## src/rtl/mc8051_mem_seq_pkg.sv

```systemverilog
// Shared types for the mc8051 machine-cycle memory sequencer.
// Stage and sub-phase encodings, bus widths and the stage successor helper.
package mc8051_mem_seq_pkg;

  localparam int unsigned ADDR_W  = 16;
  localparam int unsigned DATA_W  = 8;
  localparam int unsigned STAGE_W = 3;

  typedef enum logic [STAGE_W-1:0] {
    ST_S1 = 3'd0,
    ST_S2 = 3'd1,
    ST_S3 = 3'd2,
    ST_S4 = 3'd3,
    ST_S5 = 3'd4,
    ST_S6 = 3'd5
  } stage_e;

  typedef enum logic {
    SUB_ISSUE = 1'b0,
    SUB_WAIT  = 1'b1
  } sub_e;

  // S6 wraps back to S1 to start the next machine cycle.
  function automatic stage_e next_stage(input stage_e s);
    if (s == ST_S6) return ST_S1;
    return stage_e'(STAGE_W'(s) + STAGE_W'(1));
  endfunction

endpackage

```

## src/rtl/mc8051_mem_seq.sv

```systemverilog
// Machine-cycle memory sequencer: walks S1..S6, issuing one bus access per
// enabled slot and stalling the stage counter until the bus acknowledges.
module mc8051_mem_seq
  import mc8051_mem_seq_pkg::*;
(
  input  logic              i_clk,
  input  logic              i_rst_n,
  input  logic              i_hold,
  input  logic              i_s1_fetch_en,
  input  logic              i_s2_rd_en,
  input  logic              i_s3_rd_en,
  input  logic              i_s5_wr_en,
  input  logic [7:0]        i_pch,
  input  logic [7:0]        i_pcl,
  input  logic [ADDR_W-1:0] i_s2_mem_addr_d,
  input  logic [ADDR_W-1:0] i_s3_mem_addr_d,
  input  logic [ADDR_W-1:0] i_s5_mem_addr_d,
  input  logic [DATA_W-1:0] i_mem_wdata,
  input  logic [DATA_W-1:0] i_mem_rdata,
  input  logic              i_mem_ack,
  output logic              o_mem_req,
  output logic              o_mem_we,
  output logic [ADDR_W-1:0] o_mem_addr,
  output logic [DATA_W-1:0] o_mem_wdata,
  output logic [STAGE_W-1:0] o_stage,
  output logic              o_stage_adv,
  output logic              o_mc_end,
  output logic [DATA_W-1:0] o_s1_instr_buffer,
  output logic [DATA_W-1:0] o_s2_data_buffer,
  output logic [DATA_W-1:0] o_s3_data_buffer
);

  stage_e stage_q, stage_d;
  sub_e   sub_q, sub_d;

  logic              slot_en_c;
  logic [ADDR_W-1:0] slot_addr_c;
  logic              issue_c;
  logic              done_c;
  logic              adv_c;

  logic              req_d, we_d, adv_d, mc_end_d;
  logic [ADDR_W-1:0] addr_d;
  logic [DATA_W-1:0] wdata_d, b1_d, b2_d, b3_d;

  // Per-slot enable and address selection; S4/S6 never issue.
  always_comb begin
    slot_en_c   = 1'b0;
    slot_addr_c = '0;
    case (stage_q)
      ST_S1: begin slot_en_c = i_s1_fetch_en; slot_addr_c = {i_pch, i_pcl}; end
      ST_S2: begin slot_en_c = i_s2_rd_en;    slot_addr_c = i_s2_mem_addr_d; end
      ST_S3: begin slot_en_c = i_s3_rd_en;    slot_addr_c = i_s3_mem_addr_d; end
      ST_S5: begin slot_en_c = i_s5_wr_en;    slot_addr_c = i_s5_mem_addr_d; end
      default: begin slot_en_c = 1'b0;        slot_addr_c = '0; end
    endcase
  end

  assign issue_c = (sub_q == SUB_ISSUE) && !i_hold && slot_en_c;
  assign done_c  = (sub_q == SUB_WAIT) && i_mem_ack;

  // State register.
  always_ff @(posedge i_clk or negedge i_rst_n) begin
    if (!i_rst_n) begin
      stage_q <= ST_S1;
      sub_q   <= SUB_ISSUE;
    end else begin
      stage_q <= stage_d;
      sub_q   <= sub_d;
    end
  end

  // Next-state logic; hold only matters in ISSUE.
  always_comb begin
    stage_d = stage_q;
    sub_d   = sub_q;
    adv_c   = 1'b0;
    if (sub_q == SUB_ISSUE) begin
      if (!i_hold) begin
        if (slot_en_c) begin
          sub_d = SUB_WAIT;
        end else begin
          stage_d = next_stage(stage_q);
          adv_c   = 1'b1;
        end
      end
    end else if (i_mem_ack) begin
      stage_d = next_stage(stage_q);
      sub_d   = SUB_ISSUE;
      adv_c   = 1'b1;
    end
  end

  // Next values for the registered bus outputs, pulses and read buffers.
  always_comb begin
    req_d    = o_mem_req;
    we_d     = o_mem_we;
    addr_d   = o_mem_addr;
    wdata_d  = o_mem_wdata;
    b1_d     = o_s1_instr_buffer;
    b2_d     = o_s2_data_buffer;
    b3_d     = o_s3_data_buffer;
    adv_d    = adv_c;
    mc_end_d = adv_c && (stage_q == ST_S6);
    if (issue_c) begin
      req_d  = 1'b1;
      we_d   = (stage_q == ST_S5);
      addr_d = slot_addr_c;
      if (stage_q == ST_S5) wdata_d = i_mem_wdata;
    end else if (done_c) begin
      req_d = 1'b0;
      we_d  = 1'b0;
      if (!o_mem_we) begin
        case (stage_q)
          ST_S1:   b1_d = i_mem_rdata;
          ST_S2:   b2_d = i_mem_rdata;
          ST_S3:   b3_d = i_mem_rdata;
          default: b1_d = o_s1_instr_buffer;
        endcase
      end
    end
  end

  always_ff @(posedge i_clk or negedge i_rst_n) begin
    if (!i_rst_n) begin
      o_mem_req         <= 1'b0;
      o_mem_we          <= 1'b0;
      o_mem_addr        <= '0;
      o_mem_wdata       <= '0;
      o_stage_adv       <= 1'b0;
      o_mc_end          <= 1'b0;
      o_s1_instr_buffer <= '0;
      o_s2_data_buffer  <= '0;
      o_s3_data_buffer  <= '0;
    end else begin
      o_mem_req         <= req_d;
      o_mem_we          <= we_d;
      o_mem_addr        <= addr_d;
      o_mem_wdata       <= wdata_d;
      o_stage_adv       <= adv_d;
      o_mc_end          <= mc_end_d;
      o_s1_instr_buffer <= b1_d;
      o_s2_data_buffer  <= b2_d;
      o_s3_data_buffer  <= b3_d;
    end
  end

  assign o_stage = STAGE_W'(stage_q);

endmodule

```

## config.mk

```make
export PLATFORM = sky130hd
export DESIGN_NAME = mc8051_mem_seq
export DESIGN_NICKNAME = d
export VERILOG_FILES = /design/src/rtl/mc8051_mem_seq_pkg.sv /design/src/rtl/mc8051_mem_seq.sv
export SDC_FILE = /design/constraint.sdc
export NUM_CORES = 1
export LEC_CHECK = 0
export ABC_AREA = 1
export CORE_MARGIN = 8
export CORE_UTILIZATION = 40
export CTS_CLUSTER_DIAMETER = 120
export DETAILED_ROUTE_END_ITERATION = 6
export GPL_ROUTABILITY_DRIVEN = 0
export PLACE_DENSITY = 0.81
export SLEW_MARGIN = 0
export SYNTH_ARGS = -nofsm -noshare
export SYNTH_HDL_FRONTEND = slang
export SYNTH_SLANG_ARGS = --single-unit
```

## constraint.sdc

```tcl
create_clock -name i_clk -period 1.9 [get_ports i_clk]
set_clock_uncertainty 0.15 [all_clocks]
set_input_delay 0.38 -clock i_clk [delete_from_list [all_inputs] [get_ports i_clk]]
set_output_delay 0.38 -clock i_clk [all_outputs]
set_load 0.03 [all_outputs]
```

==> flow_metrics.py <==
metrics = {
    "outcome": {
        "status": "complete, no violations",
    },
    "critical_path": {
        "cp-end-kind": "output pin",
        "cp.arrival_ns": 1.32,
        "worstSetupPathType": "reg -> out",
        "r2r-start": "o_stage[0]",
        "cp_num_buf_inv": 1,
        "r2r-end": "o_s2_data_buffer[5]",
        "path_cells": "clkdlybuf4s50_1",
        "required_ns": 1.37,
        "path_delay_family": "buffers and inverters",
        "cpPeakStageDelay_ns": 0.67,
        "r2r_cells": 6,
        "r2r_slack_ns": 0.18,
        "cp_slowest_cell": "clkdlybuf4s50_1",
        "crit_fanout": 1,
        "start_kind": "flop",
    },
    "sta": {
        "finalSetupViolations": 0,
        "grt_setup_unrepaired": "no",
        "finalCritPeriodShare_pct": 97.2,
        "worst_slack_ns": 0.0525,
        "worst_pin_slew_ns": 0.378,
        "clock.fmax_mhz": 541,
        "fin_crit_ns": 1.85,
        "hold_viol": 0,
        "slew_violations": 0,
        "slew_headroom_pct": 74.7,
    },
    "detailed_routing": {
        "vias": 2752,
        "drt_iter0_drc": 80,
        "wl_per_cell_um": 15.3,
        "ant_nets": 0,
        "wirelength_mm": 9.05,
        "drcViolationCount": 0,
        "vias_per_cell": 4.66,
        "first_pass_iters": 4,
    },
    "synthesis": {
        "yosys_warnings": 0,
        "syn_area_um2": 2840,
        "yosysTopAreaCell": "dfrtp_1",
        "synth.distinct_cells": 26,
        "synthCells": 348,
        "synth_top_area_share_pct": 49.3,
        "synth_seq_area_share_pct": 49.3,
        "synthTopCellsByArea": "dfrtp_1, nand2_1, o21ai_1",
        "synth-seq-cells": 56,
        "syn-mean-instance-area_um2": 8.17,
        "syn_nets": 436,
    },
    "floorplan": {
        "num_rows": 30,
        "coreArea_um2": 6830,
        "die_w_um": 100,
        "die-area_um2": 10100,
        "ios": 143,
        "dieHeight_um": 100,
        "start_util_pct": 41.6,
    },
    "clocking": {
        "htreeDepth": 2,
        "clk_path_buf_depth": 2,
        "clk_latency_ns": 0.31,
        "path_clk_slew_ns": 0.10,
        "clock-sinks": 56,
        "post_cts_buffers": 0,
        "cts-buffers-inserted": 5,
        "cts_tree": "built",
        "clockRootBuffer": "clkbuf_8",
    },
    "power_and_ir_drop": {
        "seq_power_share_pct": 30.5,
        "power.internal_mw": 3.48,
        "comb_power_share_pct": 59.7,
        "power_frac_clock_pct": 9.8,
        "vdd_drop_max_uv": 986,
        "power_leakage_nw": 2.42,
        "switchingPower_mw": 3.32,
        "power_density_nw_per_um2": 1530,
        "switching_share_pct": 48.8,
    },
    "layout": {
        "drive_gt1_share_pct": 11.3,
        "fin_util_pct": 65.3,
        "n_antenna_cell": 0,
        "layout.nets": 582,
        "final_common_cell": "nand2_1",
        "area_delta_synth_final_pct": 56.8,
        "final_cell_mix": "nand2_1, clkdlybuf4s50_1, dfrtp_1, dlygate4sd2_1, o21ai_1",
        "nFillCells": 582,
    },
    "min_path": {
        "hold_class": "in -> async",
    },
    "run": {
        "cap_violations": 0,
    },
    "placement": {
        "io_buffers": 142,
        "dp_slack_ns": -0.0423,
        "place_hpwl_mm": 7.07,
    },
    "grt": {
        "gr-total-overflow": 0,
        "grt_pass1_wl_mm": 14.6,
        "grt_pass1_vias": 2863,
        "grt_usage_pct": 18.1,
        "antenna_found_initial": 0,
        "grt_max_degree": 56,
    },
}
flip-flops by register name, summed over array words and instances (netlist names):
signal	count
o_mem_addr	16
o_mem_wdata	8
o_s1_instr_buffer	8
o_s2_data_buffer	8
o_s3_data_buffer	8
o_stage	3
o_mc_end	1
o_mem_req	1
o_mem_we	1
o_stage_adv	1
sub_q	1
metrics by stage:
step | TNS, ns | hold slack [ns] | cell area [µm²] | std cells | total power [mW]
finish | 0 | 0.276 | 4460 | 591 | 6.80
global route | 0 | 0.280 | 4460 | 591 | 7.30
CTS | 0 | 0.253 | 4420 | 591 | 6.90
detailed placement | -0.115 | 0.0299 | 4360 | 582 | 6.46
global placement | 0 | 0.0280 | 4360 | 582 | 6.37
floorplan | 0 | -0.0656 | 2840 | 348 | 4.70
power groups by stage:
stage	Clock (mW)	Sequential, mW	Combinational [mW]
global route	0.740	2.15	4.41
finish	0.665	2.08	4.06
floorplan	0	3.04	1.66
CTS	0.693	2.08	4.13
detailed placement	0	2.11	4.35
global placement	0	2.09	4.28
Yosys cell counts:
cell type	n
nand2_1	167
nand2_2	3
nor2_2	1
nor2_4	1
o21ai_2	11
buf_4	1
nand4_4	3
buf_6	7
inv_2	4
dfrtp_1	56
o21ai_1	29
o21ai_0	1
nor2_1	18
nand2_4	2
inv_1	11
nand3_2	1
inv_4	1
buf_8	1
nor3_4	3
xor2_1	1
o21bai_1	1
a21oi_1	2
nand3_1	7
inv_6	1
buf_2	6
nand4_1	9
final cells by class:
class | instances | area [µm²] | share of cell area, %
Clock buffer | 6 | 82.6 | 1.85
Clock inverter | 2 | 10.0 | 0.225
Inverter | 17 | 72.6 | 1.63
Multi-Input combinational cell | 260 | 1240 | 27.8
Sequential cell | 56 | 1400 | 31.5
Tap cell | 96 | 120 | 2.69
Timing Repair Buffer | 154 | 1530 | 34.3
timing repair:
item | CTS | global route
hold endpoints to repair | 56 | 0
endpoints found under the setup margin | 36 | 39
hold buffers | 1 | 0
resized for setup | 36 | 17
routing by layer:
layer,share of wire [%],GRT usage [%],vias to the layer above
met5,0,0,-
met2,46,30.7,112
met1,42,21.2,1245
met4,0.72,4.19,0
met3,12,6.85,5
li1,-,-,1390
worst max-delay path by stage:
| stage | startpoint | to | slack [ns] | cells after the start |
|---|---|---|---|---|
| 3_3_place_gp | i_mem_ack | o_s2_data_buffer[3] | 0.008 | 4 |
| 3_5_place_dp | i_mem_ack | o_s2_data_buffer[5] | -0.04 | 4 |
| 4_1_cts | o_s3_data_buffer[0] | o_s3_data_buffer[0] | 0.001 | 1 |
| 5_1_grt | o_mc_end | o_mc_end | 0.005 | 1 |
| 6_report | o_stage_adv | o_stage_adv | 0.05 | 1 |
| 2_1_floorplan | o_stage[0] | o_s2_data_buffer[6] | 0.13 | 7 |
logic make-up (layout without fill, tap and decap cells):
logic type,after synthesis,in the layout,synth area share [%]
flops,56,56,49.3
simple gates,215,215,34.0
xor+xnor,1,1,0.308
buf+inv,32,179,7.13
compound gates,44,44,9.28
(Power assumes the default switching activity.)
